==> src/rtl/fib_seq_gen.sv <==
// Fibonacci-type stream source: programmable seeds and term count, valid/ready output with abort.
// Define FIB_SEQ_SAT_EN to present overflowed terms as all-ones instead of wrapping modulo 2^WIDTH.
module fib_seq_gen #(
    parameter int WIDTH = 32,
    parameter int CNT_W = 16
) (
    input  logic             clk,
    input  logic             rst,
    input  logic             start,
    input  logic [WIDTH-1:0] seed_a,
    input  logic [WIDTH-1:0] seed_b,
    input  logic [CNT_W-1:0] num_terms,
    input  logic             abort,
    input  logic             out_ready,
    output logic [WIDTH-1:0] fib_out,
    output logic             valid,
    output logic             last,
    output logic             busy,
    output logic             done,
    output logic             ovf
);

    typedef enum logic {IDLE, RUN} state_t;

    state_t           state, state_next;
    logic [WIDTH-1:0] cur, nxt;
    logic             cur_wrap, nxt_wrap;
    logic [CNT_W-1:0] remaining;
    logic             ovf_r, done_r;
    logic [WIDTH:0]   sum;
    logic             handshake, is_last;
    logic             accept_start, advance, done_next;

    assign sum       = {1'b0, cur} + {1'b0, nxt};
    assign handshake = (state == RUN) && out_ready;
    assign is_last   = (remaining == CNT_W'(1));

    always_ff @(posedge clk) begin
        if (rst) state <= IDLE;
        else     state <= state_next;
    end

    // Abort takes priority over a same-cycle handshake; the last beat does not advance the pipeline.
    always_comb begin
        state_next   = state;
        accept_start = 1'b0;
        advance      = 1'b0;
        done_next    = 1'b0;
        case (state)
            IDLE: begin
                if (start) begin
                    accept_start = 1'b1;
                    if (num_terms != '0) state_next = RUN;
                    else                 done_next  = 1'b1;
                end
            end
            RUN: begin
                if (abort) begin
                    state_next = IDLE;
                end else if (handshake) begin
                    if (is_last) begin
                        state_next = IDLE;
                        done_next  = 1'b1;
                    end else begin
                        advance = 1'b1;
                    end
                end
            end
            default: state_next = IDLE;
        endcase
    end

    // ovf picks up a wrap only as the wrapped term moves onto fib_out.
    always_ff @(posedge clk) begin
        if (rst) begin
            cur       <= '0;
            nxt       <= '0;
            cur_wrap  <= 1'b0;
            nxt_wrap  <= 1'b0;
            remaining <= '0;
            ovf_r     <= 1'b0;
            done_r    <= 1'b0;
        end else begin
            done_r <= done_next;
            if (accept_start) begin
                cur       <= seed_a;
                nxt       <= seed_b;
                cur_wrap  <= 1'b0;
                nxt_wrap  <= 1'b0;
                remaining <= num_terms;
                ovf_r     <= 1'b0;
            end else if (advance) begin
                cur       <= nxt;
                cur_wrap  <= nxt_wrap;
                nxt       <= sum[WIDTH-1:0];
                nxt_wrap  <= sum[WIDTH] | cur_wrap | nxt_wrap;
                remaining <= remaining - CNT_W'(1);
                if (nxt_wrap) ovf_r <= 1'b1;
            end
        end
    end

    assign valid = (state == RUN);
    assign busy  = (state == RUN);
    assign last  = valid && is_last;
    assign done  = done_r;
    assign ovf   = ovf_r;

`ifdef FIB_SEQ_SAT_EN
    assign fib_out = cur_wrap ? {WIDTH{1'b1}} : cur;
`else
    assign fib_out = cur;
`endif

endmodule
==> config.mk <==
export PLATFORM = sky130hd
export DESIGN_NAME = fib_seq_gen
export DESIGN_NICKNAME = d
export VERILOG_FILES = /design/src/rtl/fib_seq_gen.sv
export SDC_FILE = /design/constraint.sdc
export NUM_CORES = 1
export LEC_CHECK = 0
export ABC_AREA = 1
export CAP_MARGIN = 5
export CORE_ASPECT_RATIO = 0.8
export CORE_MARGIN = 2
export CORE_UTILIZATION = 49
export CTS_BUF_LIST = sky130_fd_sc_hd__clkbuf_4
export DETAILED_ROUTE_END_ITERATION = 10
export PLACE_DENSITY = 0.82
export SYNTH_ARGS = -nofsm -noshare
export SYNTH_HDL_FRONTEND = slang
export SYNTH_SLANG_ARGS = --single-unit
export TNS_END_PERCENT = 50
==> constraint.sdc <==
create_clock -name clk -period 2.25 [get_ports clk]
set_clock_uncertainty 0.2 [all_clocks]
set_input_delay 0.225 -clock clk [delete_from_list [all_inputs] [get_ports clk]]
set_output_delay 0.225 -clock clk [all_outputs]
set_load 0.02 [all_outputs]
==> impl_metrics.yaml <==
floorplanning:
  dieArea_sq_um: 14000
  die_w_microns: 132
  core_sq_um: 12800
  initial_core_util_pct: 49.9
  io_pins: 122
  die_h_microns: 106
  num_rows: 37
layout:
  area_delta_synth_final_pct: 26.6
  fin_cells: 1367
  final_cell_mix: "388 x nand2_1, 159 x inv_1, 119 x clkdlybuf4s50_1"
  layout_commonest_cell: "nand2_1"
  fillers: 1228
  antenna-diode-count: 0
  post-route-util_pct: 63.2
  seqCellArea_sq_um: 1710
  fin_nets: 1308
  multi_input_area_sq_um: 3990
  drive_gt1_share_pct: 6.63
power_and_ir_drop:
  clkPwrFrac_pct: 24.1
  comb_power_share_pct: 30.9
  power_density_nw_per_um2: 467
  p_seq_share_pct: 45.1
  peakVddDrop_v: 0.000243
  switching_share_pct: 34.4
  internal_power_mw: 2.48
  p_switching_mw: 1.30
  p_leak_nw: 3.95
timing:
  final-hold-violation-count: 0
  min_period_over_period_pct: 95.4
  rsz0062_at_grt: "yes"
  fin_crit_ps: 2150
  setup_tns_ps: 0
  final-setup-viol-count: 0
  slew_viol_final: 0
  slew_headroom_pct: 47.7
  max_slew.worst_pin.slew_ps: 785
  fmax_ghz: 0.466
setup_path:
  end_kind: "register"
  crit_path_max_fanout: 5
  ff2ff_path_depth: 12
  reg2reg_slack_ps: 100
  path_class: "reg2reg"
  critPathArrivalTime_ps: 2350
  worstReg2RegStart: "nxt[16]"
  worstReg2RegEnd: "nxt[27]"
  cp.required_ps: 2450
  cp-start-kind: "register"
clock_network:
  cts-root-buf: "clkbuf_4"
  clk_pin_slew_ps: 150
  cts-htree-levels: 3
  clkSinkCount: 85
  hold_buffers: 0
  cts_buffer_depth: 2
  cts_inserted_buffers: 9
  cts_tree: "built"
  clk-insertion-delay-late_ps: 470
grt:
  grt_max_degree: 71
  grt_pass1_vias: 6407
  grt_overflow: 0
  grt.total_usage_pct: 26.9
  antenna_found_initial: 0
  grt_pass1_wl_microns: 30800
detailed_routing:
  drcViolationCount: 0
  wl_per_cell_microns: 13.6
  wl_microns: 18600
  vias_per_cell: 5.16
  vias: 7057
  drtIter0Drc: 536
  ant_nets: 0
  dr.pass1.iters: 6
run:
  max_cap_viol_count: 0
worst_hold_path:
  hold_start: "rst"
  hold_depth: 4
  hold_path_end: "remaining[8]"
  hp-class: "in2reg"
place:
  routabilityCongestion: 0.974
  hpwl_microns: 14100
  io_buffer_count: 121
  dpl.cell_count: 1351
synth:
  ys_dominant_reg_cell: "dfxtp_1"
  synth-edff-count: 0
  seq_area_frac_synth_pct: 26.6
  synthCells: 1069
  synth-seq-cells: 85
  synthesis.area_sq_um: 6400
  synthesis.nets: 1189
  synth_cell_types: 35
  synth_area_per_cell_sq_um: 5.99
  synth_warnings: 0
  async_reset_ff_share_pct: 0
status:
  status: "finished clean"
==> cell type report <==
class                           count  area share, %
Clock inverter                      5          0.648
Tap cell                          175           2.70
Multi-Input combinational cell    785           49.2
Sequential cell                    85           21.1
Clock buffer                       10          0.926
Inverter                          162           7.50
Timing Repair Buffer              145           18.0
==> flip-flops by register name, indices dropped and copies added, names as in the netlist <==
register,flops
remaining,16
ovf,1
cur_wrap,1
fib_out,32
nxt,32
done,1
busy,1
nxt_wrap,1
==> stage by stage <==
stage          hold slack (ps)  instance area [sq um]  worst slack [ps]  total power [mW]
2_1_floorplan              192                   6400              63.6              2.42
3_3_place_gp               237                   7880              87.9              2.85
3_5_place_dp               246                   7880              34.7              2.87
4_1_cts                   49.4                   8000              43.6              3.76
5_1_grt                   96.9                   8100             -39.7              3.98
6_report                  51.1                   8100               104              3.78
==> worst max-delay path, stage by stage (launching register included) <==
cell and delay (ps):
dfxtp_1 450, ha_2 360, nand2_1 80, nand2_1 60, nand2_1 60, nand2_1 100
inv_1 70, nand2_1 110, a21oi_1 230, nand2_1 90, nand2_1 60, nand3_1 70
a21oi_1 120
==> per-layer routing <==
metal	global-route usage, %	up-vias	wire (microns)
met2	41.4	264	7830
met5	0	-	0
met3	4.58	14	1460
met1	39.6	3150	9220
li1	-	3629	-
met4	5.05	0	122
==> cell usage after synthesis (all sizes together) (7+ instances only) <==
master / instances / area [sq um]
nand2: 397 / 1510
inv: 161 / 604
a21oi: 88 / 440
nand3: 88 / 440
dfxtp: 85 / 1700
nor2: 61 / 236
ha: 34 / 425
a22oi: 30 / 225
clkbuf: 22 / 82.6
buf: 15 / 120
o21ai: 15 / 75.1
xor2: 13 / 114
a31oi: 12 / 75.1
or2: 7 / 46.3
==> kinds of logic (layout without fill, tap and decap cells) <==
| kind of cell | after synthesis | after routing | synth area share, % |
|---|---|---|---|
| AO/OA/AOI/OAI | 156 | 156 | 14.0 |
| adder cells (fa/ha/maj) | 35 | 35 | 6.96 |
| flip-flops | 85 | 85 | 26.6 |
| XOR/XNOR | 19 | 19 | 2.60 |
| buffers and inverters | 199 | 322 | 12.7 |
| AND/OR/NAND/NOR | 575 | 575 | 37.2 |
==> how the worst max path moves through the flow <==
stage | startpoint | end
after floorplan | fib_out[0] | nxt[16]
after global placement | fib_out[6] | nxt[18]
after detailed placement | fib_out[0] | nxt[16]
after CTS | fib_out[0] | nxt[16]
after global routing | nxt[0] | nxt[16]
final | nxt[16] | nxt[27]
==> power groups by stage <==
stage / clock network (mW) / registers [mW] / logic [mW]
6_report: 0.910 / 1.70 / 1.17
3_5_place_dp: 0 / 1.73 / 1.14
3_3_place_gp: 0 / 1.73 / 1.13
5_1_grt: 0.968 / 1.72 / 1.30
4_1_cts: 0.921 / 1.70 / 1.14
2_1_floorplan: 0 / 1.76 / 0.666
==> what timing repair did <==
item | in CTS | in global routing
buffers inserted | 0 | 1
pin swaps | 0 | 1
setup endpoints to repair | 1 | 19
gates resized for setup | 4 | 26
Power figures use the tool's default switching activity.
